[config.mk]
export PLATFORM = sky130hd
export DESIGN_NAME = key_emulator
export DESIGN_NICKNAME = d
export VERILOG_FILES = /design/src/rtl/key_emulator.sv
export SDC_FILE = /design/constraint.sdc
export NUM_CORES = 1
export LEC_CHECK = 0
export ABC_AREA = 1
export CORE_MARGIN = 2
export CORE_UTILIZATION = 53
export DETAILED_ROUTE_END_ITERATION = 7
export DONT_BUFFER_PORTS = 1
export PLACE_DENSITY = 0.78
export SLEW_MARGIN = 0
export SYNTH_ARGS = -nofsm -noshare
export SYNTH_HDL_FRONTEND = slang
export SYNTH_SLANG_ARGS = --single-unit
[constraint.sdc]
create_clock -name clock -period 1.5 [get_ports clock]
set_input_delay 0.45 -clock clock [delete_from_list [all_inputs] [get_ports clock]]
set_output_delay 0.45 -clock clock [all_outputs]
set_load 0.005 [all_outputs]
[src/rtl/key_emulator.sv]
// key_emulator: transmit side of the key/pulse path.
//
// Turns a scripted press request (req_count presses) into a level waveform on
// `key` that a downstream key_detector sees as exactly req_count distinct
// presses. Each press holds key high for HOLD_LENGTH cycles and is followed by
// GAP_LENGTH low cycles, including after the last press.
//
// Optional build macro KEY_EMU_BOUNCE_EN: when defined, every press begins with
// BOUNCE_CYCLES cycles of 1,0,1,... chatter before the solid HOLD_LENGTH high
// phase, modelling a mechanical contact bounce. When undefined, BOUNCE_CYCLES
// has no effect.
//
// Request handshake: a transfer happens on a rising clock edge where
// req_valid=1 and req_ready=1 and abort=0. req_ready is combinational and is
// high exactly while the emulator is idle. A requester presenting req_valid
// while the emulator is busy simply holds it until the transfer.
module key_emulator #(
  parameter int COUNT_W       = 4,
  parameter int HOLD_LENGTH   = 5,
  parameter int GAP_LENGTH    = 5,
  parameter int BOUNCE_CYCLES = 3
) (
  input  logic               clock,
  input  logic               reset,
  input  logic               req_valid,
  input  logic [COUNT_W-1:0] req_count,
  output logic               req_ready,
  input  logic               abort,
  output logic               key,
  output logic               busy,
  output logic               done,
  output logic [COUNT_W-1:0] presses_left
);

  // Bounce phase length actually applied to each press in this build.
`ifdef KEY_EMU_BOUNCE_EN
  localparam int BOUNCE_ON = 1;
`else
  localparam int BOUNCE_ON = 0;
`endif
  localparam int BOUNCE_LEN   = BOUNCE_CYCLES * BOUNCE_ON;
  localparam int PRESS_CYCLES = BOUNCE_LEN + HOLD_LENGTH;

  // Terminal counter values for each timed phase.
  localparam logic [25:0] PRESS_LAST = 26'(PRESS_CYCLES - 1);
  localparam logic [25:0] GAP_LAST   = 26'(GAP_LENGTH - 1);

  typedef enum logic [1:0] {
    S_IDLE    = 2'd0,
    S_PRESS   = 2'd1,
    S_RELEASE = 2'd2
  } state_t;

  state_t             state_q;
  state_t             state_d;
  logic [25:0]        cnt_q;
  logic [25:0]        cnt_d;
  logic [COUNT_W-1:0] left_q;
  logic [COUNT_W-1:0] left_d;
  logic [COUNT_W-1:0] left_dec;
  logic               key_q;
  logic               key_d;
  logic               done_q;
  logic               done_d;
  logic               accept;
  logic               in_bounce;

  assign req_ready    = (state_q == S_IDLE);
  assign accept       = req_valid && req_ready && !abort;
  assign left_dec     = left_q - COUNT_W'(1);
  assign busy         = (state_q != S_IDLE);
  assign key          = key_q;
  assign done         = done_q;
  assign presses_left = left_q;

  // Bounce window exists only when the bounce phase has nonzero length.
  generate
    if (BOUNCE_LEN > 0) begin : g_bounce
      assign in_bounce = (cnt_d < 26'(BOUNCE_LEN));
    end else begin : g_no_bounce
      assign in_bounce = 1'b0;
    end
  endgenerate

  // Next-state, counter, press count and done pulse; abort overrides all.
  always_comb begin
    state_d = state_q;
    cnt_d   = cnt_q;
    left_d  = left_q;
    done_d  = 1'b0;
    if (abort) begin
      state_d = S_IDLE;
      cnt_d   = '0;
      left_d  = '0;
    end else begin
      case (state_q)
        S_IDLE: begin
          cnt_d = '0;
          if (accept) begin
            if (req_count != '0) begin
              state_d = S_PRESS;
              left_d  = req_count;
            end else begin
              // Empty request: no key activity, just acknowledge completion.
              done_d = 1'b1;
            end
          end
        end
        S_PRESS: begin
          if (cnt_q == PRESS_LAST) begin
            state_d = S_RELEASE;
            cnt_d   = '0;
          end else begin
            cnt_d = cnt_q + 26'd1;
          end
        end
        S_RELEASE: begin
          if (cnt_q == GAP_LAST) begin
            cnt_d  = '0;
            left_d = left_dec;
            if (left_dec != '0) begin
              state_d = S_PRESS;
            end else begin
              state_d = S_IDLE;
              done_d  = 1'b1;
            end
          end else begin
            cnt_d = cnt_q + 26'd1;
          end
        end
        default: begin
          state_d = S_IDLE;
          cnt_d   = '0;
          left_d  = '0;
        end
      endcase
    end
  end

  // Key level for the coming cycle: high while pressing, except the
  // alternating chatter at the start of a press when bounce is enabled.
  always_comb begin
    key_d = 1'b0;
    if (state_d == S_PRESS) begin
      key_d = in_bounce ? ~cnt_d[0] : 1'b1;
    end
  end

  // State and output registers.
  always_ff @(posedge clock or posedge reset) begin
    if (reset) begin
      state_q <= S_IDLE;
      cnt_q   <= '0;
      left_q  <= '0;
      key_q   <= 1'b0;
      done_q  <= 1'b0;
    end else begin
      state_q <= state_d;
      cnt_q   <= cnt_d;
      left_q  <= left_d;
      key_q   <= key_d;
      done_q  <= done_d;
    end
  end

endmodule
# Word level (Yosys, flattened, before mapping)
# Cells that the tools add are included.
# W data, S select, Z words.
word_totals:
  regBits: 34
  latch_bits: 0
  mem_bits_rw: 0
  mem_bits_ro: 0
  output_inout_bits: 8
  wordCells: 46
  memories: 0
classes:
  n_addsub: 2
  n_mul: 0
  div_mod_pow: 0
  order_cmp: 0
  eq_ne: 8
  shifts: 0
  n_mux: 22
  bitwise_logic: 0
  reduce_logical: 9
op_table:
  columns: ["cell", "count"]
  rows:
  - ["$mux W26", 3]
  - ["$add A26 B1 Y26 const B", 1]
  - ["$eq A26 B3 Y1 const B", 1]
  - ["$mux W4", 4]
  - ["$pmux W4 S3", 1]
  - ["$mux W2", 5]
  - ["$reduce_bool A4 Y1", 2]
  - ["$mux W1", 7]
  - ["$ne A3 B1 Y1 const B", 2]
  - ["$pmux W2 S3", 1]
  - ["$eq A2 B1 Y1 const B", 2]
  - ["$reduce_and A4 Y1", 1]
  - ["$sub A4 B1 Y4 const B", 1]
  - ["$ne A3 B3 Y1 const B", 1]
  - ["$eq A2 B2 Y1 const B", 1]
  - ["$logic_and A1 B1 Y1", 2]
  - ["$logic_not A2 Y1", 1]
  - ["$ne A2 B2 Y1 const B", 1]
  - ["$pmux W1 S2", 1]
  - ["$reduce_bool A2 Y1", 1]
  - ["$reduce_or A2 Y1", 1]
  - ["$logic_not A1 Y1", 1]

# Depth between registers and ports, before layout
# Gate-level depths: netlist of run 1.
logic_depth:
  depth_word: 8
  ltp_mapped: 12

# Worst setup path before layout of run 1
# No wires, ideal clock.
synth_timing:
  path_kind: "register to register"
  from: "register state_q[0]"
  to: "register left_q[1] (netlist: presses_left[1])"
  setup_time_ns: 0.127
  arrival_time_ns: 1.394
  required_ns: 1.373
  slack_ns: -0.021
  stages_incl_launch_ff: 10
  period_less_slack_ns: 1.521
  path_cell_list: "dfrtp_1 > inv_1 > ha_1 > nand2_1 > nor2_1 > nand2_1 > a21oi_1 > o21ai_1 > nand2_1 > o21ai_0"
synth_between:
  elab_chain_len: 5
  elab_cells_between_ends: 12
  classes_between: "eq/ne: 6; mux: 2; reduce/logical: 4"
synth_lines:
  columns: ["item", "line", "rtl"]
  rows:
  - ["start, declared", "54", "state_t state_q;"]
  - ["start signal, assigned", "158", "state_q <= state_d;"]
  - ["$logic_not A2 Y1 *", "68", "assign req_ready = (state_q == S_IDLE);"]
  - ["named net req_ready", "27", "output logic req_ready,"]
  - ["$logic_and A1 B1 Y1 (2 in a row)", "69", "assign accept = req_valid && req_ready && !abort;"]
  - ["$ne A3 B1 Y1 (no source line)", null, null]
  - ["$reduce_and A4 Y1 (no source line)", null, null]
  - ["end signal, assigned", "160", "left_q <= left_d;"]
  - ["end, declared", "58", "logic [COUNT_W-1:0] left_q;"]
# The timed path passes the listed nets; every way through them passes the cells marked *.
# A chain may end at the register's enable or synchronous reset.

# Worst setup path in the final report of run 1
layout_timing:
  from: "register cnt_q[1]"
  to: "register cnt_q[19]"
layout_between:
  elab_chain_len: 4
  elab_cells_between_ends: 5
  classes_between: "add/sub: 1; eq/ne: 1; mux: 3"
layout_lines:
  columns: ["item", "line", "rtl"]
  rows:
  - ["start, declared", "56", "logic [25:0] cnt_q;"]
  - ["start signal, assigned", "159", "cnt_q <= cnt_d;"]
  - ["$add A26 B1 Y26 / $eq A26 B3 Y1 (equally long branches)", null, null]
  - ["$mux W26 *", "110, 118", null]
  - ["$mux W26 *", null, null]
  - ["$mux W26 *", "91", "if (abort) begin"]
  - ["named net cnt_d[19]", "57", "logic [25:0] cnt_d;"]
# Marks and branches as above.

==> results of run 1 <==
-- power by group through the flow --
stage	clock (mW)	sequential (mW)	combinational, mW
after floorplan	0	0.968	0.132
after global placement	0	0.966	0.206
after detailed placement	0	0.967	0.212
after CTS	0.656	0.950	0.232
after global routing	0.711	0.955	0.312
final	0.642	0.952	0.281
-- registers in the layout, indices dropped and copies added, names as in the netlist --
name          flops
state_q           2
presses_left      4
done              1
cnt_q            26
key               1
-- cells by family after synthesis --
family	Yosys count	share of synthesized area (%)
simple gates	154	34.3
xor+xnor	1	0.406
fa+ha+maj	8	4.64
compound gates	42	11.2
flops	34	39.5
buf+inv	55	9.98
-- critical path, cell delays in order, from the launching register on --
cell and delay (ns):
dfrtp_2 0.44, inv_2 0.09, ha_4 0.15, nand2_2 0.06
nor2_2 0.11, nand3_2 0.09, inv_2 0.09, nand2_4 0.06
nand3_4 0.12, inv_6 0.06, buf_6 0.13, o21ai_1 0.07
nor2_1 0.06
-- repair_timing --
item	in CTS	in global routing
gates cloned	0	1
buffers inserted	5	6
hold endpoints to repair	0	0
pin swaps	13	19
setup endpoints to repair	25	36
gates resized for setup	19	65
-- layout make-up --
type	instances	area, um^2
Sequential cell	34	855
Tap cell	50	62.6
Multi-Input combinational cell	205	1310
Fill cell	255	1020
Clock buffer	7	76.3
Inverter	52	203
Timing Repair Buffer	50	417
-- stage by stage --
stage / setup slack (ns) / cells
detailed placement: -0.104 / 379
CTS: -0.0844 / 391
finish: -0.134 / 398
global placement: -0.0611 / 379
global route: -0.264 / 398
floorplan: 0.0135 / 294
-- path summary, 6_finish.rpt --
check                              startpoint                    to  depth (start not counted)
max                        cnt_q[1]$_DFF_PP0_   cnt_q[19]$_DFF_PP0_                         12
min                                     reset    cnt_q[7]$_DFF_PP0_                          2
max reg2reg                cnt_q[1]$_DFF_PP0_   cnt_q[19]$_DFF_PP0_                         12
min reg2reg                cnt_q[0]$_DFF_PP0_    cnt_q[0]$_DFF_PP0_                          1
max in group asynchronous               reset    cnt_q[1]$_DFF_PP0_                          2
min in group clock                      abort  state_q[1]$_DFF_PP0_                          1
-- cell usage after synthesis, types with 4 or more instances --
cell type  count
a21oi_1       12
dfrtp_1       34
ha_1           8
inv_1         49
nand2_1       66
nand3_1       15
nand4_1        7
nor2_1        43
nor2_4         5
nor3_1         4
o21a_1         4
o21ai_0       13
o21ai_1        5
-- per-layer routing --
layer	vias to the layer above	share of wire [%]	track usage, %
met5	-	0	0
met4	0	4.0	10.3
met3	24	4.4	5.67
met2	77	52	44.9
met1	995	40	29.9
li1	1036	-	-
==> metrics.csv, run 1 <==
stage;metric;value;unit
route;route.detailed.drc;0;
worst_setup_path;critPathMaxFanout;5;
worst_setup_path;reg2reg_slack;-0.13;ns
yosys;ys_ff_latch;34;
final_layout;areaGrowthSynthToFinish;35.5;%
floorplan;rows;23;
pwr;internal-power;1.38;mW
yosys;netlist.area_leader.share;39.5;%
global_routing;antenna_found_initial;0;
outcome;status;finished with violations;
yosys;synth_edf_count;0;
final_layout;design_area;2920;um^2
yosys;synth.area.top_cells;dfrtp_1, nand2_1, inv_1;
yosys;avgSynthCellArea;7.33;um^2
outcome;violations;setup timing;
timing;hold_violations;0;
pwr;power;1.88;mW
final_layout;mostFrequentLayoutCell;nand2_1;
pwr;p_sw;497;uW
clock_tree;numCtsBuffers;5;
timing;fmax;612;MHz
clock_tree;hold_buffers;0;
clock_tree;cts.clk_slew.worst_paths;0.07;ns
timing;setup_tns;-2.69;ns
timing;maxSlewHeadroom;70.8;%
placed_design;io_buffers;0;
timing;whs;0.150;ns
placed_design;gp_congestion;0.868;
timing;fin_crit_sh;109;%
clock_tree;cts_htree_levels;2;
yosys;yosysSeqAreaShare;39.5;%
pwr;combinationalPowerShare;15.0;%
global_routing;grt_max_degree;35;
pwr;pwr-share-seq;50.8;%
floorplan;coreArea;3940;um^2
worst_setup_path;crit_path_end_kind;register;
timing;fin_ws;-0.134;ns
worst_setup_path;start_kind;register;
timing;setup_viol;36;
pwr;p_leak;1.45;nW
yosys;synthFlopType;dfrtp_1;
floorplan;die_h;67.8;um
floorplan;initial_core_util;54.7;%
yosys;synth_cells;294;
timing;skew;0.00296;ns
timing;worst_slew_pin_slew;0.438;ns
min_path;holdCritPathClass;in -> async;
worst_setup_path;crit_type;reg -> reg;
route;drt_first_pass_iters;6;
clock_tree;insertion_delay;0.29;ns
global_routing;grt_use_total;25.5;%
yosys;synthArstFlopShare;100;%
final_layout;final_nets;364;
clock_tree;clock-sinks;34;
clock_tree;cts_tree;done;
floorplan;dieArea;4590;um^2
route;wl_per_cell;14.7;um
final_layout;post-route-util;74.1;%
yosys;synth_cell_type_count;29;
yosys;synth_top_area_cell;dfrtp_1;
final_layout;layout_common_cells;nand2_1, inv_1, buf_4;
yosys;syn_nets;310;
yosys;netlist_area;2160;um^2
run;max-cap-violations;0;
route;drt_iter0_drc;153;
worst_setup_path;worstPathRequired;1.68;ns
final_layout;drive_gt1_share;37.9;%
pwr;p_clk_share;34.2;%
floorplan;io_pins;16;
route;routed_via_density;5.36;
clock_tree;clockBufferDepth;2;
pwr;irDropWorstVdd;0.501;mV
timing;drv_slew;0;
worst_setup_path;worstPathArrival;1.82;ns
timing;rsz0062_at_grt;true;
pwr;swShare;26.5;%
clock_tree;clockRootBuffer;clkbuf_8;
global_routing;grt_pass1_wl;8660;um
route;wl;5840;um
global_routing;grt_pass1_vias;2000;
placed_design;dpl_cell_area;2490;um^2
route;ant_nets;0;
floorplan;die_w;67.8;um
route;vias;2132;
timing;period_needed;1.63;ns
final_layout;num_antenna_cells;0;
placed_design;hpwl;3680;um
global_routing;grt_remaining_overflow;0;
pwr;powerDensity;642;nW/um^2
yosys;synth_warnings;0;
Power figures use the tool's default switching activity.
==> run 2, diff against run 1 <==
--- a/config.mk
+++ b/config.mk
@@ -6,11 +6,12 @@
 export NUM_CORES = 1
 export LEC_CHECK = 0
 export ABC_AREA = 1
-export CORE_MARGIN = 2
+export CORE_MARGIN = 1
 export CORE_UTILIZATION = 53
 export DETAILED_ROUTE_END_ITERATION = 7
 export DONT_BUFFER_PORTS = 1
-export PLACE_DENSITY = 0.78
+export MAX_ROUTING_LAYER = met4
+export PLACE_DENSITY = 0.75
 export SLEW_MARGIN = 0
 export SYNTH_ARGS = -nofsm -noshare
 export SYNTH_HDL_FRONTEND = slang
==> constraint.sdc (replaced) <==
create_clock -name clock -period 2.1 [get_ports clock]
set_input_delay 0.63 -clock clock [delete_from_list [all_inputs] [get_ports clock]]
set_output_delay 0.63 -clock clock [all_outputs]
set_load 0.005 [all_outputs]
==> metrics.csv, run 2 (synthesis results as in run 1) <==
stage;metric;value;unit
global_routing;grt_use_total;22.2;%
clock_tree;cts_resized;0;
pwr;powerDensity;586;nW/um^2
route;wl_per_cell;11.5;um
route;vias;1811;
clock_tree;hold_buffers;0;
clock_tree;numCtsBuffers;5;
worst_setup_path;path_delay_family;flip-flops;
route;wl;4010;um
clock_tree;insertion_delay;0.29;ns
worst_setup_path;crit_type;reg -> out;
global_routing;antenna_found_initial;0;
worst_setup_path;critPathMaxFanout;6;
timing;whs;0.308;ns
timing;skew;0.00821;ns
global_routing;grt_max_degree;35;
floorplan;initial_core_util;57.2;%
worst_setup_path;path_buf_inv;2;
final_layout;areaGrowthSynthToFinish;7.66;%
final_layout;fin_cells;349;
pwr;irDropWorstVdd;0.413;mV
placed_design;io_buffers;0;
timing;setup_tns;0;ns
final_layout;post-route-util;61.5;%
timing;hold_violations;0;
timing;period_needed;1.86;ns
clock_tree;cts_tree;done;
route;drt_first_pass_iters;4;
clock_tree;clock-sinks;34;
worst_setup_path;start_kind;register;
final_layout;drive_gt1_share;11.3;%
worst_setup_path;crit_path_top_delay_cell;dfrtp_1;
placed_design;gp_congestion;0.880;
route;route.detailed.drc;0;
placed_design;dp_cells;341;
route;drt_iter0_drc;126;
floorplan;die_h;65.8;um
floorplan;rows;22;
placed_design;dpl_cell_area;2210;um^2
worst_setup_path;crit_path_end_kind;output pin;
min_path;holdCritPathClass;in -> async;
outcome;status;complete, no violations;
worst_setup_path;slowest_delay;0.43;ns
clock_tree;cts.clk_slew.worst_paths;0.07;ns
timing;fmax;537;MHz
global_routing;grt_pass1_vias;1636;
timing;maxSlewHeadroom;72.2;%
global_routing;grt_pass1_wl;6950;um
timing;drv_slew;0;
clock_tree;post_cts_buffers;0;
floorplan;io_pins;16;
placed_design;hpwl;3000;um
timing;fin_crit_sh;88.6;%
run;max-cap-violations;0;
worst_setup_path;worstPathRequired;1.47;ns
floorplan;coreArea;3770;um^2
timing;rsz0062_at_grt;false;
worst_setup_path;worstPathArrival;1.23;ns
final_layout;mostFrequentLayoutCell;nand2_1;
timing;setup_viol;0;
final_layout;final_nets;316;
pwr;p_leak;1.20;nW
final_layout;layout_common_cells;nand2_1, inv_1, nor2_1;
clock_tree;clockRootBuffer;clkbuf_8;
final_layout;num_antenna_cells;0;
clock_tree;clockBufferDepth;2;
final_layout;largest_register_ff_count;26;
worst_setup_path;crit_chain;inv_1 -> ha_1 -> inv_1;
clock_tree;cts_htree_levels;2;
floorplan;die_w;65.8;um
route;routed_via_density;5.19;
route;ant_nets;0;
floorplan;dieArea;4330;um^2
final_layout;design_area;2320;um^2
worst_setup_path;critPathMostFrequentCell;inv_1;
timing;worst_slew_pin_slew;0.417;ns
final_layout;regMostFlops;cnt_q;
global_routing;grt_remaining_overflow;0;
-- run 2: changes by cell type in the layout (fill, tap and decap cells not counted), sizes merged --
cell	delta
buf	-48
clkbuf	+1
-- run 2: routing by layer --
| metal | routed length (um) | global-route usage [%] |
|---|---|---|
| met5 | 0 | - |
| met4 | 67 | 6.52 |
| met3 | 154 | 7.93 |
| met2 | 1820 | 33.7 |
| met1 | 1960 | 27.7 |
-- run 2: power by group --
part,internal [mW],switching [mW]
Clock,0.331,0.230
Combinational,0.0379,0.0780
Sequential,0.669,0.0135
Total,1.04,0.322
-- run 2: final cells by class --
type,count,area (um^2)
fill,340,1450
multi-input combinational,205,1090
sequential,34,851
inverter,52,195
clock buffer,8,110
tap,48,60.1
timing repair buffer,2,15.0
-- run 2: final timing paths --
kind,startpoint,end,slack [ns],cells past startpoint
worst max-delay path,state_q[0]$_DFF_PP0_,busy,0.24,3
worst min-delay path,reset,cnt_q[4]$_DFF_PP0_,0.31,2
worst max register to register,state_q[0]$_DFF_PP0_,presses_left[0]$_DFFE_PP0P_,0.31,9
worst min register to register,cnt_q[0]$_DFF_PP0_,cnt_q[0]$_DFF_PP0_,0.51,1
max in group asynchronous,reset,cnt_q[10]$_DFF_PP0_,1.48,2
min in group clock,abort,cnt_q[25]$_DFF_PP0_,0.39,1
-- run 2: worst register-to-register path, stage by stage (launching register included) --
cell	delay, ns
dfrtp_1	0.43
inv_1	0.13
ha_1	0.30
nand2_1	0.10
nor2_1	0.10
nand2_1	0.08
a21oi_1	0.12
o21ai_1	0.10
nand2_1	0.20
o21ai_0	0.12
-- run 2: through the flow --
| step | power (mW) | setup WS (ns) |
|---|---|---|
| 2_1_floorplan | 0.785 | 0.579 |
| 3_3_place_gp | 0.810 | 0.342 |
| 3_5_place_dp | 0.812 | 0.336 |
| 4_1_cts | 1.38 | 0.226 |
| 5_1_grt | 1.44 | 0.0561 |
| 6_report | 1.36 | 0.239 |
